File: config.mk
export PLATFORM = sky130hd
export DESIGN_NAME = serial_ripple_subtractor
export DESIGN_NICKNAME = d
export VERILOG_FILES = /design/src/rtl/serial_ripple_subtractor_pkg.sv /design/src/rtl/full_subtractor.sv /design/src/rtl/serial_ripple_subtractor.sv
export SDC_FILE = /design/constraint.sdc
export NUM_CORES = 1
export LEC_CHECK = 0
export CAP_MARGIN = 25
export CORE_MARGIN = 2
export CORE_UTILIZATION = 45
export DETAILED_ROUTE_END_ITERATION = 16
export PLACE_DENSITY = 0.79
export SYNTH_ARGS = -nofsm -noshare
export SYNTH_HDL_FRONTEND = slang
export SYNTH_HIERARCHICAL = 1
export SYNTH_SLANG_ARGS = --single-unit
File: constraint.sdc
create_clock -name clk -period 1.2 [get_ports clk]
set_input_delay 0.36 -clock clk [delete_from_list [all_inputs] [get_ports clk]]
set_output_delay 0.36 -clock clk [all_outputs]
set_load 0.005 [all_outputs]
File: src/rtl/serial_ripple_subtractor_pkg.sv
// serial_ripple_subtractor_pkg: shared FSM state encoding and default operand width
// Contents: state_t (IDLE/SHIFT/DONE, 2-bit), DEFAULT_WIDTH.
package serial_ripple_subtractor_pkg;
   localparam int DEFAULT_WIDTH = 4;
   typedef enum logic [1:0] {IDLE, SHIFT, DONE} state_t;
endpackage

File: src/rtl/full_subtractor.sv
// full_subtractor: one-bit a - b - bin built from two half-subtractor stages and an OR
// Ports: a, b, bin (inputs); d difference bit, bout borrow out (outputs).
module full_subtractor (
   input  logic a,
   input  logic b,
   input  logic bin,
   output logic d,
   output logic bout
);
   logic d1, b1, b2;
   assign d1 = a ^ b;
   assign b1 = ~a & b;
   assign d = d1 ^ bin;
   // ~d1 is ~(a^b): the second stage borrows only when the first left a zero
   assign b2 = ~d1 & bin;
   assign bout = b1 | b2;
endmodule

File: src/rtl/serial_ripple_subtractor.sv
// serial_ripple_subtractor: bit-serial a - b - bin, one bit per clock through a single full subtractor
// Ports: clk, rst (async, active-high); start, a, b, bin request/operands;
//        busy (state != IDLE), done (one-cycle result pulse), diff, bout (held results).
module serial_ripple_subtractor
   import serial_ripple_subtractor_pkg::*;
#(
   parameter int WIDTH = DEFAULT_WIDTH
) (
   input  logic             clk,
   input  logic             rst,
   input  logic             start,
   input  logic [WIDTH-1:0] a,
   input  logic [WIDTH-1:0] b,
   input  logic             bin,
   output logic             busy,
   output logic             done,
   output logic [WIDTH-1:0] diff,
   output logic             bout
);
   localparam int CW = $clog2(WIDTH) + 1;
   state_t state, state_n;
   logic [WIDTH-1:0] a_sh, b_sh, res_sh;
   logic [CW-1:0] cnt;
   logic br, d, bo, accept, last;
   full_subtractor u_fs (
      .a(a_sh[0]),
      .b(b_sh[0]),
      .bin(br),
      .d(d),
      .bout(bo)
   );
   always_ff @(posedge clk or posedge rst)
      if (rst) state <= IDLE;
      else state <= state_n;
   always_comb begin
      accept = (state == IDLE) && start;
      last = (state == SHIFT) && (cnt == CW'(WIDTH - 1));
      state_n = accept ? SHIFT : last ? DONE : (state == DONE) ? IDLE : state;
   end
   // busy follows the next state so it is a plain flop, aligned with the state register
   always_ff @(posedge clk or posedge rst)
      if (rst) begin
         busy <= 1'b0;
         done <= 1'b0;
         diff <= '0;
         bout <= 1'b0;
         a_sh <= '0;
         b_sh <= '0;
         res_sh <= '0;
         br <= 1'b0;
         cnt <= '0;
      end else begin
         busy <= state_n != IDLE;
         done <= last;
         if (accept) begin
            a_sh <= a;
            b_sh <= b;
            br <= bin;
            cnt <= '0;
         end else if (state == SHIFT) begin
            a_sh <= a_sh >> 1;
            b_sh <= b_sh >> 1;
            res_sh <= {d, res_sh[WIDTH-1:1]};
            br <= bo;
            cnt <= cnt + CW'(1);
         end
         // the MSB's difference bit is still combinational here, so fold it in directly
         if (last) begin
            diff <= {d, res_sh[WIDTH-1:1]};
            bout <= bo;
         end
      end
endmodule

==> summary.txt, run 1 <==
Route
  – DRC Markers: 0
  – Antenna Violating Nets Remaining: 0
  – DRT Wirelength: 2410 um
  – Routed wire per std cell: 16.1 um
  – Iter 0 DRT Violations: 9
  – Via count: 837
  – TritonRoute pass-1 iters: 6
  – Vias/cell: 5.58

Synthesis
  – Average size of a mapped cell: 13.2 sq um
  – Async set or reset register ratio after synthesis: 1.00
  – Synth Cell Area: 1140 sq um
  – Syn_nets: 101
  – #FFs+latches synth: 24
  – Synth warn: 6
  – Yosys top cell by area: dfrtp_1
  – Ys flop type: dfrtp_1
  – Post-synth EDFFs: 0
  – Unique masters post-synth: 23
  – Post-synth top area share: 0.527
  – Post-synthesis sequential area ratio: 0.527
  – Mapped Cells: 86
  – Top cells by area, synth: dfrtp_1 53%, mux2_2 5.9%, a221oi_1 5.4%

Finish
  – Nets: 137
  – Antenna Cells: 0
  – Most common cell after layout, fill and taps aside: dfrtp_1
  – Share of cells above drive strength 1: 0.542
  – Post-layout util: 0.663
  – Synthesis-to-layout area growth: 41.6%
  – Commonest non-fill, non-tap cells in the layout: 22 x dfrtp_1, 13 x buf_4, 11 x clkdlybuf4s50_1, 10 x inv_1

Setup path
  – FF-to-FF setup slack: -150 ps
  – Arr. time, crit path: 1550 ps
  – R2r endpoint: diff[3]
  – Worst flop-to-flop path startpoint: cnt[1]
  – Crit path max fanout: 7
  – CP Launch Type: flip-flop
  – Worst reg2reg path depth: 4
  – CP Class: reg -> reg
  – WP data required: 1410 ps
  – CP Capture Type: flip-flop

Floorplanning
  – DIE WIDTH: 54.3 um
  – Core area: 2430 sq um
  – Initial Utilization: 0.468
  – Die Y: 54.3 um
  – FP Rows: 18
  – Die area: 2950 sq um
  – Num ports: 19

Outcome
  – Status: complete, but fails checks
  – Violated checks: setup timing

Global routing
  – First-pass GRT wire length: 3570 um
  – Largest net degree at the start of global routing: 25
  – Vias in the first global route: 772
  – Initial antenna violation count: 0
  – GR Overflow Total: 0
  – Total track usage: 0.174

CTS
  – CTS H-tree lvls: 1
  – Clk_lat worst skew: 310 ps
  – Clock tree from TritonCTS: done
  – Max clock buf depth: 2
  – Num CTS Buffers: 3
  – Clk slew on worst S/H paths: 120 ps
  – Hold_buf cts: 0
  – Clock Tree Root: clkbuf_4
  – Clk sinks: 24

Place
  – Final RePlAce weighted congestion: 0.782
  – Post-detail-place hpwl: 1470 um
  – Port Buffers: 18

Job
  – Max-Cap Viols: 0

Timing
  – Setup slack after layout: -148 ps
  – Period utilization: 1.12
  – Clk_skew: 8.41 ps
  – Slew @ Worst Pin: 274 ps
  – Setup TNS Final: -827 ps
  – Final slew viol count: 0
  – Peak Freq: 742 MHz
  – Setup violators final: 7
  – Fin. Hold Viols: 0
  – RSZ-0062 raised after global routing: yes
  – Final min period: 1350 ps
  – Slew headroom: 0.817

Power
  – Peak VDD IR: 1.54 mV
  – Lkg Pwr: 0.745 nW
  – Power Density: 2670 nW/um^2

Min path
  – Hold Crit Class: in -> async
## registers in the layout (all words and copies together), names as in the netlist
register,count
diff,4
b_sh,4
done,1
res_sh,3
state,2
br,1
cnt,3
a_sh,4
busy,1
bout,1
## layer usage
metal | global-route usage | vias up | part of all wire
li1 | - | 373 | -
met1 | 0.210 | 422 | 0.39
met2 | 0.287 | 30 | 0.52
met3 | 0.0301 | 12 | 0.050
met4 | 0.104 | 0 | 0.046
met5 | 0 | - | 0
## worst max-delay path: stages, from the launching register on
cell	delay, ps
dfrtp_1	410
ha_2	190
ha_4	170
nand3b_4	140
mux2_4	320
## stage by stage
step	hold WS [ps]	area (sq um)	power, W	setup slack [ps]	cells
after floorplan	375	1170	0.00285	-58.9	86
after global placement	495	1420	0.00331	-277	138
after detailed placement	497	1420	0.00343	-312	138
after CTS	364	1500	0.00397	-150	145
after global routing	364	1610	0.00460	-175	150
final	349	1610	0.00431	-148	150
## area by class of cell
cell class | instances | area (sq um)
Clock buffer | 3 | 22.5
Sequential cell | 24 | 603
Timing Repair Buffer | 36 | 302
Tap cell | 30 | 37.5
Fill cell | 173 | 820
Multi-Input combinational cell | 44 | 599
Inverter | 13 | 48.8
## where the power goes
part	leakage [nW]	internal (W)	switching, W
registers	0.284	0.00120	0.000231
clock network	0.0138	0.000118	0.000226
logic	0.447	0.00142	0.00111
total	0.745	0.00274	0.00156
## cell families (layout without fill, tap and decap cells)
| group | Yosys count | count (layout) | share of synthesized area |
|---|---|---|---|
| AO/OA/AOI/OAI | 15 | 16 | 0.121 |
| adder cells (fa/ha/maj) | 3 | 3 | 0.0396 |
| buffers and inverters | 19 | 52 | 0.0967 |
| flip-flops | 24 | 24 | 0.527 |
| multiplexers | 9 | 9 | 0.0945 |
| AND/OR/NAND/NOR | 16 | 16 | 0.121 |
## synth_stat cells, types with 2 or more instances
master    number
a22o_1         3
o21a_1         2
mux2_4         2
buf_6          5
dfrtp_1       24
inv_1         13
a221oi_1       7
ha_1           2
nor4b_1        7
mux2_2         6
nor2_1         3
## what timing repair did
action | CTS | global route
setup buffers | 4 | 3
gates resized for setup | 40 | 15
endpoints found under the setup margin | 20 | 23
cloned | 0 | 2
pin swaps | 5 | 8
## worst max path at each step
stage | from | endpoint | slack, ps | cells past startpoint
6_report | cnt[1] | diff[3] | -150 | 4
3_5_place_dp | start | b_sh[1] | -310 | 4
3_3_place_gp | start | b_sh[2] | -280 | 4
2_1_floorplan | cnt[0] | diff[3] | -60 | 4
4_1_cts | cnt[0] | diff[3] | -150 | 4
5_1_grt | cnt[1] | diff[3] | -170 | 4
Note: power is estimated with default switching activity, not from simulation.
==> inputs of run 2 (changes only) <==
CORE_UTILIZATION = 40   (was 45)
PLACE_DENSITY = 0.72   (was 0.79)
==> run 2 against run 1 <==
Net effect:
- the run still ends with setup timing left
- worst hold slack got worse by 7.2 ps
- die area increased by 12%
- flip-flop and latch count unchanged
- non-clock buffer count is 1 lower
- register-to-register slack improved by 20 ps
- final area increased by 0.16%
- via count fell by 5.0%
- sequential power is essentially flat
- sequential share of layout area down 0.058 points
- largest power group unchanged
- highest routed layer unchanged
==> summary.txt, run 2 (synthesis gave the netlist of run 1 again) <==
Outcome
  – Status: complete, but fails checks
  – Violated checks: setup timing

CTS
  – Clk slew on worst S/H paths: 130 ps
  – Max clock buf depth: 2
  – Num CTS Buffers: 3
  – CTS H-tree lvls: 1
  – Hold_buf cts: 0
  – Clock tree from TritonCTS: done
  – Clk_lat worst skew: 330 ps
  – Clock Tree Root: clkbuf_4
  – Clk sinks: 24

Finish
  – Synthesis-to-layout area growth: 41.9%
  – Register area: 603 sq um
  – Commonest non-fill, non-tap cells in the layout: 22 x dfrtp_1, 13 x buf_4, 10 x inv_1, 10 x clkdlybuf4s50_1, 7 x mux2_4
  – Post-layout util: 0.591
  – Finished Layout Cells: 151
  – Top flop regs: a_sh: 4 flops, b_sh: 4 flops, diff: 4 flops
  – Fillers: 216
  – Multi-input gate area: 584 sq um
  – Nets: 136
  – Antenna Cells: 0
  – Most common cell after layout, fill and taps aside: dfrtp_1
  – Share of cells above drive strength 1: 0.525

Setup path
  – Critical Path Stages: 4
  – CP peak stage delay: 410 ps
  – CP Class: reg -> reg
  – CP Launch Type: flip-flop
  – WP data required: 1430 ps
  – Crit path max fanout: 7
  – Worst reg2reg path depth: 4
  – Crit path max-delay cell type: dfrtp_1
  – CP Buf/Inv Count: 0
  – Worst-path cell chain: ha_2 -> ha_4 -> nand3b_4 -> mux2_4
  – Cell family with most CP delay: flip-flops
  – Arr. time, crit path: 1560 ps
  – CP Capture Type: flip-flop
  – FF-to-FF setup slack: -130 ps

Power
  – Sequential share of power: 0.328
  – Power Density: 2710 nW/um^2
  – Peak VDD IR: 1.39 mV
  – NetSw: 0.00155 W
  – Combinational share of power: 0.572
  – Internal power: 0.00282 W
  – Clock power share: 0.101
  – Sw frac: 0.354
  – Lkg Pwr: 0.749 nW

Place
  – Port Buffers: 18
  – Placed cells: 138
  – Post-detail-place hpwl: 1520 um
  – Final RePlAce weighted congestion: 0.706

Route
  – Vias/cell: 5.26
  – Iter 0 DRT Violations: 23
  – Antenna Violating Nets Remaining: 0
  – Routed wire per std cell: 16.8 um
  – DRC Markers: 0
  – TritonRoute pass-1 iters: 4
  – Via count: 795
  – DRT Wirelength: 2530 um

Min path
  – Hold Crit Class: in -> async

Timing
  – Peak Freq: 754 MHz
  – Setup slack after layout: -127 ps
  – Final slew viol count: 0
  – Period utilization: 1.11
  – Slew @ Worst Pin: 534 ps
  – RSZ-0062 raised after global routing: yes
  – Clk_skew: 1.58 ps
  – WHS: 342 ps
  – Slew headroom: 0.644
  – Fin. Hold Viols: 0
  – Setup violators final: 11
  – Final min period: 1330 ps

Floorplanning
  – DIE WIDTH: 57.4 um
  – Core area: 2730 sq um
  – Die Y: 57.4 um
  – Die area: 3290 sq um
  – FP Rows: 19
  – Num ports: 19
  – Initial Utilization: 0.416

Global routing
  – GR Overflow Total: 0
  – Largest net degree at the start of global routing: 25
  – Total track usage: 0.150
  – First-pass GRT wire length: 3710 um
  – Initial antenna violation count: 0
  – Vias in the first global route: 806

Job
  – Max-Cap Viols: 0
run 2: cell count changes in the layout (fill, tap and decap cells not counted), sizes merged:
cell | previous run | this run
buf | 24 | 23
clkdlybuf4s50 | 11 | 10
dlygate4sd2 | 0 | 1
clkbuf | 4 | 5
run 2: stage by stage:
stage	TNS [ps]	area (sq um)	total power (W)	setup WS [ps]
after detailed placement	-6350	1420	0.00347	-479
after global placement	-5430	1420	0.00337	-393
after global routing	-1400	1620	0.00465	-176
after floorplan	-323	1170	0.00285	-58.9
after CTS	-929	1470	0.00394	-130
final	-759	1620	0.00437	-127
run 2: what timing repair did:
action                                  4_1_cts  5_1_grt
buffers inserted                              4        4
pin swaps                                     3        5
endpoints found under the setup margin       23       23
resized for setup                            34       19
gates cloned                                  0        1
run 2: path summary, 6_finish.rpt:
check / startpoint / to
max: cnt[0] / bout
min: rst / bout
max reg2reg: cnt[0] / bout
min reg2reg: diff[1] / diff[1]
max in group asynchronous: rst / state[1]
min in group clk: diff[1] / diff[1]
run 2: worst reg2reg max path: stages (launching register included):
cell	delay, ps
dfrtp_1	410
ha_2	200
ha_4	170
nand3b_4	140
mux2_4	310
run 2: layout make-up:
cell class / count / area share
Multi-Input combinational cell: 44 / 0.362
Sequential cell: 24 / 0.373
Timing Repair Buffer: 35 / 0.188
Tap cell: 31 / 0.0240
Inverter: 13 / 0.0302
Clock buffer: 4 / 0.0225
run 2: layer usage:
layer / vias up / wire, um / track usage / share of wire
met4: 0 / 67 / 0.0930 / 0.026
met1: 394 / 1090 / 0.191 / 0.43
met3: 5 / 90 / 0.0295 / 0.036
met2: 20 / 1280 / 0.234 / 0.51
met5: - / 0 / 0 / 0
li1: 376 / - / - / -
run 2: power groups by stage:
stage          logic, W  clock network (W)  registers [W]
2_1_floorplan   0.00148                  0        0.00137
3_3_place_gp    0.00194                  0        0.00143
3_5_place_dp    0.00202                  0        0.00145
4_1_cts         0.00206           0.000444        0.00143
5_1_grt         0.00270           0.000467        0.00148
6_report        0.00250           0.000439        0.00143
==> inputs of run 3 (changes only) <==
CAP_MARGIN = 10   (was 25)
CORE_ASPECT_RATIO = 0.7   (was default)
TNS_END_PERCENT = 30   (was default)
==> run 3 against run 2 <==
Net effect:
- utilization down 3.6 points
- worst hold slack better by 71 ps
- clock-buffer cell count did not move
- total power decreased by 6.7%
- final area is 5.7% lower
- the flow still finishes with violations (setup timing)
- sequential power hardly changed
- routed wire length is 20% lower
- highest routed layer is now met3
- non-clock buffer count decreased by 2
- largest power group unchanged
==> summary.txt, run 3 (synthesis gave the netlist of run 1 again) <==
Global routing
  – Vias in the first global route: 754
  – Largest net degree at the start of global routing: 25
  – Met1 usage: 0.200
  – Initial antenna violation count: 0
  – Grt met2 use: 0.206
  – GR Overflow Total: 0
  – GR peak layer: met2
  – M3 GR Usage: 0.0488
  – First-pass GRT wire length: 3470 um
  – Total track usage: 0.140

Timing
  – WHS: 413 ps
  – Fin. Hold Viols: 0
  – Slew @ Worst Pin: 366 ps
  – Peak Freq: 763 MHz
  – Clk_skew: 3.21 ps
  – Final slew viol count: 0
  – Setup slack after layout: -111 ps
  – Period utilization: 1.09
  – Final min period: 1310 ps
  – Slew headroom: 0.756
  – RSZ-0062 raised after global routing: yes
  – Setup TNS Final: -627 ps
  – Setup violators final: 8

Finish
  – Synthesis-to-layout area growth: 33.7%
  – Nets: 133
  – Antenna Cells: 0
  – Top flop regs: a_sh: 4 flops, b_sh: 4 flops, diff: 4 flops
  – Register area: 603 sq um
  – Share of cells above drive strength 1: 0.436
  – Fillers: 226
  – Finished Cell Area: 1520 sq um
  – Most common cell after layout, fill and taps aside: dfrtp_1
  – Post-layout util: 0.555
  – Multi-input gate area: 489 sq um
  – Commonest non-fill, non-tap cells in the layout: 22 x dfrtp_1, 13 x buf_4, 10 x inv_1, 10 x clkdlybuf4s50_1, 7 x mux2_4

Outcome
  – Status: complete, but fails checks
  – Violated checks: setup timing

Floorplanning
  – Die Y: 48.6 um
  – Core area: 2740 sq um
  – Num ports: 19
  – Initial Utilization: 0.415
  – FP Rows: 16
  – DIE WIDTH: 67.8 um
  – Die area: 3300 sq um

Setup path
  – CP Buf/Inv Count: 0
  – Arr. time, crit path: 1470 ps
  – CP Capture Type: flip-flop
  – Crit path max fanout: 7
  – CP peak stage delay: 390 ps
  – Cell family with most CP delay: flip-flops
  – FF-to-FF setup slack: -110 ps
  – Worst-path cell chain: ha_2 -> ha_4 -> nand3b_4 -> mux2_4
  – WP data required: 1360 ps
  – CP Class: reg -> reg
  – CP Launch Type: flip-flop
  – Crit path max-delay cell type: dfrtp_1

Route
  – Antenna Violating Nets Remaining: 0
  – TritonRoute pass-1 iters: 4
  – Routed wire per std cell: 13.2 um
  – DRT Wirelength: 2030 um
  – Vias/cell: 4.99
  – Via count: 764
  – Iter 0 DRT Violations: 26
  – DRC Markers: 0

CTS
  – Clock tree from TritonCTS: done
  – Clk slew on worst S/H paths: 80 ps
  – Clock Tree Root: clkbuf_8
  – Num CTS Buffers: 3
  – Max clock buf depth: 2
  – CTS H-tree lvls: 1
  – Clk_lat worst skew: 270 ps
  – Hold_buf cts: 0
  – Clk sinks: 24

Power
  – Lkg Pwr: 0.716 nW
  – Peak VDD IR: 1.18 mV
  – Power Density: 2680 nW/um^2

Place
  – Post-detail-place hpwl: 1400 um
  – Final RePlAce weighted congestion: 0.781
  – Placed cell area: 1420 sq um
  – Port Buffers: 18

Job
  – Max-Cap Viols: 0

Min path
  – Hold Crit Class: in -> async
-- run 3: changes by cell type in the layout (fill, tap and decap cells not counted), moves of 2 or more --
cell | previous run | this run
a221oi_1 | 2 | 6
clkbuf_8 | 1 | 4
nor4b_2 | 5 | 3
nor4b_4 | 2 | 0
buf_6 | 2 | 0
a221oi_2 | 5 | 1
nor4b_1 | 0 | 4
clkbuf_4 | 3 | 0
-- run 3: routing by layer --
layer	vias to the layer above	routed length, um
li1	364	-
met1	383	949
met2	17	969
met3	0	105
met4	0	0
met5	-	0
-- run 3: final cells by class --
cell class	instances	area share
clock buffer	4	0.0362
inverter	13	0.0320
multi-input combinational	43	0.321
sequential	24	0.396
tap	36	0.0296
timing repair buffer	33	0.185
-- run 3: per-stage QoR --
| stage | worst slack [ps] | cells | power, W |
|---|---|---|---|
| final | -111 | 153 | 0.00408 |
| after global routing | -163 | 153 | 0.00441 |
| after CTS | -122 | 153 | 0.00408 |
| after detailed placement | -425 | 142 | 0.00343 |
| after global placement | -385 | 142 | 0.00334 |
| after floorplan | -58.9 | 86 | 0.00285 |
-- run 3: timing repair --
item	4_1_cts	5_1_grt
setup endpoints to repair	24	19
buffers inserted	7	0
pin swaps	0	1
gates resized for setup	28	7
-- run 3: final timing paths --
kind                           start        to  cells after the start
setup / recovery              cnt[1]   diff[3]                      4
hold / removal                   rst   b_sh[1]                      3
setup reg to reg              cnt[1]   diff[3]                      4
hold reg to reg            res_sh[1]   diff[0]                      1
max in group asynchronous        rst  state[1]                      3
min in group clk           res_sh[1]   diff[0]                      1
-- run 3: power breakdown --
part | internal, W | switching, W | total [W]
clock | 0.000293 | 0.000256 | 0.000549
combinational | 0.00126 | 0.000838 | 0.00209
sequential | 0.00120 | 0.000233 | 0.00144
total | 0.00275 | 0.00133 | 0.00408
-- run 3: tightest hold or removal path, stage by stage --
cell	delay [ps]
clkdlybuf4s50_1	400
inv_1	90
buf_12	180
